**config.mk**
```make
export PLATFORM = sky130hd
export DESIGN_NAME = display_scan_counter
export DESIGN_NICKNAME = d
export VERILOG_FILES = /design/src/rtl/display_scan_counter.sv
export SDC_FILE = /design/constraint.sdc
export NUM_CORES = 1
export LEC_CHECK = 0
export ABC_CLOCK_PERIOD_IN_PS = 3950
export BUFFER_PORTS_ARGS = -buffer_cell sky130_fd_sc_hd__buf_2
export CORE_ASPECT_RATIO = 1.5
export CORE_UTILIZATION = 45
export CTS_BUF_LIST = sky130_fd_sc_hd__clkbuf_16
export DETAILED_ROUTE_END_ITERATION = 8
export GPL_TIMING_DRIVEN = 1
export PLACE_DENSITY = 0.73
export SKIP_CTS_REPAIR_TIMING = 1
export SYNTH_ARGS = -nofsm -noshare
export SYNTH_HDL_FRONTEND = slang
export SYNTH_SLANG_ARGS = --single-unit
```
**constraint.sdc**
```tcl
create_clock -name Clock -period 3.95 [get_ports Clock]
set_input_delay 0.79 -clock Clock [delete_from_list [all_inputs] [get_ports Clock]]
set_output_delay 0.79 -clock Clock [all_outputs]
set_load 0.02 [all_outputs]
```
**src/rtl/display_scan_counter.sv**
```systemverilog
// Digit-scan index generator: a prescaler divides the system clock into digit
// slots, and each slot boundary advances the index to the next unmasked digit.
module display_scan_counter #(
  parameter int DIV = 50000,
  parameter int CW  = (DIV > 1) ? $clog2(DIV) : 1
) (
  input  logic       Clock,
  input  logic       Reset_n,
  input  logic       Enable,
  input  logic [3:0] Mask,
  output logic [1:0] Out,
  output logic       Tick,
  output logic       FrameDone,
  output logic       Blank
);

  localparam logic [CW-1:0] P_LAST = CW'(DIV - 1);

  logic [CW-1:0] p_reg, p_next;
  logic [1:0]    out_reg, out_next;
  logic          tick_reg, tick_next;
  logic          frame_reg, frame_next;

  logic [1:0]    cand [4];
  logic [3:0]    hit;
  logic [1:0]    scan_idx;
  logic          advance;

  // Candidate gi is Out+gi+1; the last candidate wraps back onto Out itself.
  for (genvar gi = 0; gi < 4; gi++) begin : g_cand
    assign cand[gi] = out_reg + 2'(gi + 1);
    assign hit[gi]  = Mask[cand[gi]];
  end

  always_comb begin
    scan_idx = out_reg;
    for (int k = 3; k >= 0; k--) begin
      if (hit[k]) scan_idx = cand[k];
    end
  end

  assign advance = Enable && (p_reg == P_LAST);

  always_comb begin
    p_next     = p_reg;
    out_next   = out_reg;
    tick_next  = 1'b0;
    frame_next = 1'b0;
    if (advance) begin
      p_next = '0;
      if (|Mask) begin
        out_next   = scan_idx;
        tick_next  = 1'b1;
        frame_next = (scan_idx <= out_reg);
      end
    end else if (Enable) begin
      p_next = p_reg + 1'b1;
    end
  end

  always_ff @(posedge Clock or negedge Reset_n) begin
    if (!Reset_n) begin
      p_reg     <= '0;
      out_reg   <= 2'd0;
      tick_reg  <= 1'b0;
      frame_reg <= 1'b0;
    end else begin
      p_reg     <= p_next;
      out_reg   <= out_next;
      tick_reg  <= tick_next;
      frame_reg <= frame_next;
    end
  end

  assign Out       = out_reg;
  assign Tick      = tick_reg;
  assign FrameDone = frame_reg;
  assign Blank     = ~|Mask;

endmodule

```
======== Word level (Yosys, flattened, before mapping) ========
Index checks and enable logic that the tools add are counted.
word-level totals
  register bits ........................... 20
  input port bits ......................... 7
  output and inout bits ................... 5
operators by class
  $add $sub $neg .......................... 4
  $lt $le $gt $ge ......................... 4
  equality and inequality tests ........... 1
  muxes and demuxes ....................... 15
  reductions and logical operators ........ 5
operators by type and width
  kind                   count
  $mux 16                2
  $add 16x1->16 const B  1
  $eq 16x16->1 const B   1
  $lt 2x3->1 const B     3
  $mux 1                 7
  $bmux 1 s2             3
  $mux 2                 3
  $add 2x2->2 const B    2
  $reduce_or 4->1        1
  $add 2x1->2 const B    1
  $le 2x2->1             1
  $reduce_and 2->1       1
  $reduce_bool 2->1      1
  $logic_and 1x1->1      1
  $logic_not 1->1        1

======== Longest topological paths before layout ========
Gate-level depths: netlist (run 1).
  word-level depth ........................ 9
  mapped depth ............................ 8
  gate-level depth less buffers ........... 8

======== Least setup slack after synthesis (run 1) ========
OpenSTA, ideal clock, no wires.
  kind .................................... input to output
  from .................................... input Mask[3]
  to ...................................... output Blank
  arrival ................................. 1551 ps
  required time ........................... 3160 ps
  slack ................................... 1609 ps
  stages .................................. 1
  buffers on the path ..................... 0
  cell sequence ........................... nor4_1
on the way
  word-level cells in the longest chain between the ends .. 2
ends and longest elaborated chain
  what                line  text
  start: declaration  10    input logic [3:0] Mask,
  $reduce_or 4->1     78    assign Blank = ~|Mask;
  $logic_not 1->1     78
  end: declaration    14    output logic Blank
Every way passes these cells.

======== Worst setup path in the final report (run 1) ========
Ends and elaborated chain as after synthesis.

==> results.py, run 1 <==
metrics = {
    "run_status": {
        "status": "finished clean",
    },
    "clocking": {
        "cts_sinks": 20,
        "cts_buffers": 3,
        "clock_path_buffers": 2,
        "path_clk_slew_ns": 0.05,
        "cts_root_buf": "clkbuf_16",
        "cts_tree": "done",
        "htree_num_levels": 1,
        "clock_latency_ns": 0.25,
    },
    "timing": {
        "worst_slack_ns": 1.66,
        "period_needed_ns": 2.29,
        "final.setup.tns_ns": 0,
        "setup_viol": 0,
        "hold_viol": 0,
        "post-route-period-util_pct": 57.9,
        "max_slew_margin_pct": 64.3,
        "slew_viol_final": 0,
        "fmax_mhz": 437,
        "worstMarginPinSlew_ns": 0.532,
        "clock_skew_ns": 0.00101,
        "rsz0062_at_grt": "no",
    },
    "routing": {
        "vias_per_cell": 5.75,
        "drt-initial-drc-count": 10,
        "detail-route-antenna-nets": 0,
        "drtPass1Iterations": 3,
        "wl_um": 1910,
        "vias": 799,
        "drcViolationCount": 0,
        "wl_per_cell_um": 13.7,
    },
    "floorplanning": {
        "initial_core_util_pct": 47.1,
        "die_width_um": 41.5,
        "io_pins": 12,
        "die-area_mm2": 0.00254,
        "coreArea_mm2": 0.00223,
        "core.rowCount": 21,
        "die_y_um": 61.2,
    },
    "yosys": {
        "syn_area_mm2": 0.00105,
        "synth_seq_cells": 20,
        "yosysUniqueCellTypes": 31,
        "yosys.area.top_type": "dfrtp_1",
        "ys_warn_count": 0,
        "synth_top_area_share_pct": 47.6,
        "synth_nets": 112,
        "synthTopCellsByArea": "dfrtp_1, xnor2_1, ha_1, nor2_1, xor2_1",
        "syn_avg_cell_area_um2": 10.3,
        "yosysSeqAreaShare_pct": 47.6,
        "syn_inst": 102,
    },
    "min_path": {
        "hold_path_class": "in2async",
    },
    "critical_path": {
        "end_kind": "output port",
        "cpPeakStageDelay_ns": 0.35,
        "worstPathCellList": "buf_2 > nor4_1 > buf_2",
        "critical_path_peak_fanout": 5,
        "path_common_cell": "buf_2",
        "cpMaxStageDelayCell": "nor4_1",
        "startpoint_type": "input pin",
        "critical_path_arrival_ns": 1.50,
        "required_ns": 3.16,
        "critical_path_class": "in2out",
    },
    "job": {
        "max_cap_viol_count": 0,
    },
    "power": {
        "pwr-share-seq_pct": 49.1,
        "power_frac_clock_pct": 35.1,
        "p_int_uw": 415,
        "peakVddDrop_mv": 0.250,
        "power.switching_uw": 154,
        "p_leak_uw": 0.000567,
        "p_per_area_mw_per_mm2": 470,
        "switching_share_pct": 27.0,
        "p_comb_share_pct": 15.8,
    },
    "global_route": {
        "grt_pass1_vias": 762,
        "grt_start_max_net_pins": 21,
        "track_usage_pct": 17.6,
        "grt_antenna_before_repair": 0,
        "overflow": 0,
        "grt_pass1_wl_um": 3350,
    },
    "cells_and_area": {
        "largest_reg_flops": 16,
        "layout.nets": 128,
        "final_layout_size_suffix_gt1_share_pct": 16.4,
        "layout_common_cells": "dfrtp_1, buf_2, nor2_1, nand2_1",
        "syn_to_final_growth_pct": 15.1,
        "antenna_cells": 0,
        "instances_no_fill": 139,
        "final_common_cell": "dfrtp_1",
    },
    "placed_design": {
        "dp.cells": 136,
        "pre_cts_ws_ns": 1.41,
        "place_congestion": 0.777,
        "port_buffers": 11,
        "dp_hpwl_um": 1400,
    },
}
per-stage QoR:
step	util [%]	instance area [µm²]	power [µW]	hold slack, ns
3_5_place_dp	50.9	1140	369	0.484
5_1_grt	54.2	1210	607	0.508
2_1_floorplan	-	1050	337	0.457
4_1_cts	54.2	1210	574	0.493
6_report	54.2	1210	569	0.476
3_3_place_gp	50.9	1140	363	0.482
cell type report:
cell class                      count  area (µm²)
Fill cell                         197        1020
Timing Repair Buffer               11        55.1
Multi-Input combinational cell     75         526
Tap cell                           23        28.8
Sequential cell                    20         500
Inverter                            7        26.3
Clock buffer                        3        75.1
synthesized netlist by cell type:
cell type and n:
dfrtp_1 20, nor2_1 10, nand2_1 8, inv_1 7, xnor2_1 7, a21oi_1 6, nand4_1 4, nor4_1 4
xor2_1 4, ha_1 3, nand3_1 3, and4_1 2, mux2i_1 2, nor2b_1 2, nor3_1 2, o21ai_0 2
or4bb_1 2, a221oi_1 1, a31oi_1 1, and2b_4 1, and3_1 1, mux2_2 1, mux2_4 1, nand3b_1 1
nor4_4 1, o22ai_1 1, o2bb2ai_1 1, o31ai_1 1, or3_1 1, or4_1 1, or4b_4 1
layer usage:
metal | vias up | track usage, % | part of all wire (%)
li1 | 394 | - | -
met4 | 0 | 9.68 | 2.6
met3 | 5 | 3.52 | 2.4
met2 | 13 | 32.4 | 54
met1 | 387 | 19.1 | 41
met5 | - | 0 | 0
critical path: cells and delay by family:
family,cells,cell delay [ns]
buffers and inverters,2,0.35
AND/OR/NAND/NOR,1,0.35
power by group through the flow:
stage / Combinational (µW) / Clock (µW) / Sequential, µW
after floorplan: 66.4 / 0 / 271
after global placement: 85.1 / 0 / 278
after detailed placement: 88.7 / 0 / 280
after CTS: 90.5 / 207 / 277
after global routing: 108 / 216 / 282
final: 90.1 / 200 / 279
cells by family after synthesis:
family                   count (synthesis)  share of synthesized area (%)
AND/OR/NAND/NOR                         44                           25.4
multiplexers                             4                           4.40
adder cells (fa/ha/maj)                  3                           3.57
AO/OA/AOI/OAI                           13                           7.37
flip-flops                              20                           47.6
XOR/XNOR                                11                           9.16
buffers and inverters                    7                           2.50
worst paths after layout:
| path | cells past startpoint | from | slack, ns | endpoint |
|---|---|---|---|---|
| max in group asynchronous | 1 | Reset_n | 3.18 | p_reg[2] |
| min | 1 | Reset_n | 0.48 | p_reg[10] |
| min reg2reg | 1 | p_reg[13] | 0.49 | p_reg[13] |
| min in group Clock | 1 | p_reg[13] | 0.49 | p_reg[13] |
| max reg2reg | 4 | p_reg[10] | 1.77 | Out[1] |
| max | 3 | Mask[3] | 1.66 | Blank |
No activity file was read; power rests on OpenSTA's default activity.
==> run 2, diff against run 1 <==
ABC_AREA = 1   (was default)
ABC_CLOCK_PERIOD_IN_PS = 1900   (was 3950)
PLACE_DENSITY = 0.74   (was 0.73)
clock period = 1.9 ns   (was 3.95 ns; I/O delays follow)
==> results.py, run 2 <==
metrics = {
    "timing": {
        "post-route-period-util_pct": 91.2,
        "clock_skew_ns": 0.00371,
        "worstMarginPinSlew_ns": 0.450,
        "slew_viol_final": 0,
        "fmax_mhz": 577,
        "hold_viol": 0,
        "final.setup.tns_ns": 0,
        "setup_viol": 0,
        "period_needed_ns": 1.73,
        "fin_hold_ws_ns": 0.0664,
        "max_slew_margin_pct": 70.0,
        "rsz0062_at_grt": "no",
    },
    "floorplanning": {
        "coreArea_mm2": 0.00276,
        "die_y_um": 69.0,
        "die-area_mm2": 0.00322,
        "core.rowCount": 23,
        "io_pins": 12,
        "initial_core_util_pct": 48.7,
        "die_width_um": 46.7,
    },
    "clocking": {
        "cts_buffers": 3,
        "clock_path_buffers": 2,
        "clock_latency_ns": 0.25,
        "cts_sinks": 20,
        "cts_root_buf": "clkbuf_16",
        "cts_tree": "done",
        "path_clk_slew_ns": 0.06,
        "htree_num_levels": 1,
    },
    "yosys": {
        "synth.most_common_cell": "nand2_1",
        "synthTopCellsByArea": "dfrtp_1, nand2_1, nor2_1, inv_1, nand3_1",
        "yosys.area_share.simple_pct": 42.9,
        "yosys.area.top_type": "dfrtp_1",
        "async_flop_share_pct": 100,
        "ys.flop_type": "dfrtp_1",
        "yosys.area_share.xor_xnor_pct": 2.60,
        "synth_nets": 202,
        "ys_warn_count": 0,
        "synth_common_cells": "nand2_1, nor2_1, inv_1",
        "synth_seq_cells": 20,
        "yosysSeqAreaShare_pct": 37.2,
        "synthAdderAreaFrac_pct": 2.79,
        "synth_top_family_by_area": "simple AND/OR/NAND/NOR gates",
        "yosysUniqueCellTypes": 26,
        "syn_avg_cell_area_um2": 7.01,
        "synth_compound_area_share_pct": 6.13,
        "syn_inst": 192,
        "syn_area_mm2": 0.00135,
        "muxShareOfSynthArea_pct": 0,
        "synth_edf_count": 0,
        "synth_top_area_share_pct": 37.2,
    },
    "job": {
        "max_cap_viol_count": 0,
    },
    "power": {
        "switching_share_pct": 33.5,
        "power_frac_clock_pct": 32.2,
        "fin_total_pwr_uw": 1350,
        "peakVddDrop_mv": 0.665,
        "power.switching_uw": 451,
        "p_leak_uw": 0.000807,
        "p_per_area_mw_per_mm2": 872,
        "p_int_uw": 897,
        "pwr-share-seq_pct": 45.1,
        "p_comb_share_pct": 22.7,
    },
    "routing": {
        "drcViolationCount": 0,
        "wl_per_cell_um": 11.2,
        "drtPass1Iterations": 4,
        "wl_um": 2720,
        "drt-initial-drc-count": 14,
        "detail-route-antenna-nets": 0,
        "vias": 1204,
        "vias_per_cell": 4.93,
    },
    "critical_path": {
        "path_common_cell": "nand2_1",
        "critical_path_peak_fanout": 7,
        "cpMaxStageDelayCell": "dfrtp_1",
        "critical_path_arrival_ns": 1.88,
        "r2r_slack_ns": 0.17,
        "end_kind": "flip-flop",
        "cpPeakStageDelay_ns": 0.42,
        "critical_path_class": "reg2reg",
        "cp.buffers_inverters": 3,
        "startpoint_type": "flip-flop",
        "worstPathCellList": "buf_6 > nand2_1 > nand2_1 > nand2_2 > nand2_1 > inv_1 > nand2_1 > nand2_1 > nand2_1 > ha_1 > nand2_1 > inv_1 > o21a_1",
        "required_ns": 2.04,
        "crit_family": "simple AND/OR/NAND/NOR gates",
    },
    "cells_and_area": {
        "syn_to_final_growth_pct": 14.8,
        "instances_no_fill": 244,
        "n_fill_cell": 308,
        "largest_reg_flops": 16,
        "layout_common_cells": "nand2_1, nor2_1, inv_1, dfrtp_1, nand3_1",
        "fin_util_pct": 55.9,
        "antenna_cells": 0,
        "final_common_cell": "nand2_1",
        "layout.nets": 219,
        "final_layout_size_suffix_gt1_share_pct": 16.9,
    },
    "placed_design": {
        "dp_hpwl_um": 2140,
        "dp.cells": 240,
        "place_congestion": 0.887,
        "port_buffers": 11,
    },
    "global_route": {
        "grt_pass1_vias": 1185,
        "track_usage_pct": 19.9,
        "overflow": 0,
        "grt_pass1_wl_um": 4520,
        "grt_antenna_before_repair": 0,
        "grt_start_max_net_pins": 21,
    },
    "min_path": {
        "hold_path_class": "in2async",
    },
    "run_status": {
        "status": "finished clean",
    },
}
## run 2: stage by stage
step / cell area, µm² / worst slack, ns
final: 1550 / 0.168
after CTS: 1520 / 0.0916
after floorplan: 1350 / 0.0570
after detailed placement: 1450 / 0.116
after global routing: 1550 / 0.00121
after global placement: 1450 / 0.0891
## run 2: cell type report
type	instances	area, µm²	share of cell area (%)
Tap cell	37	46.3	3.00
Clock buffer	3	75.1	4.86
Inverter	26	97.6	6.32
Multi-Input combinational cell	144	743	48.1
Timing Repair Buffer	14	81.3	5.26
Sequential cell	20	502	32.5
## run 2: path summary, 6_finish.rpt
| kind | start | to | depth (start not counted) |
|---|---|---|---|
| setup / recovery | Out[0] | FrameDone | 13 |
| hold / removal | Reset_n | p_reg[13] | 1 |
| setup reg to reg | Out[0] | FrameDone | 13 |
| hold reg to reg | p_reg[1] | p_reg[1] | 2 |
| max in group asynchronous | Reset_n | Out[1] | 1 |
| min in group Clock | Enable | p_reg[1] | 3 |
## run 2: power groups by stage
| stage | registers [µW] | clock network (µW) | logic, µW |
|---|---|---|---|
| 3_3_place_gp | 613 | 0 | 298 |
| 3_5_place_dp | 616 | 0 | 306 |
| 2_1_floorplan | 594 | 0 | 246 |
| 5_1_grt | 622 | 457 | 354 |
| 4_1_cts | 608 | 442 | 311 |
| 6_report | 608 | 434 | 306 |
## run 2: kinds of logic after synthesis
family                   Yosys count
AO/OA/AOI/OAI                     14
XOR/XNOR                           4
adder cells (fa/ha/maj)            3
buffers and inverters             28
flip-flops                        20
AND/OR/NAND/NOR                  123
## run 2: worst reg2reg max path: cells and delay by family, from the launching register on
family                     cells  cell delay [ns]
and+or+nand+nor                8             0.51
DFF                            1             0.42
adders and majority gates      1             0.26
buffers and inverters          3             0.25
AOI/OAI and AO/OA              1             0.17
## run 2: layer usage
layer | part of all wire, % | up-vias | global-route usage [%]
li1 | - | 639 | -
met1 | 41 | 542 | 19.3
met2 | 55 | 16 | 38.0
met3 | 1.4 | 7 | 1.56
met4 | 3.0 | 0 | 12.9
met5 | 0 | - | 0
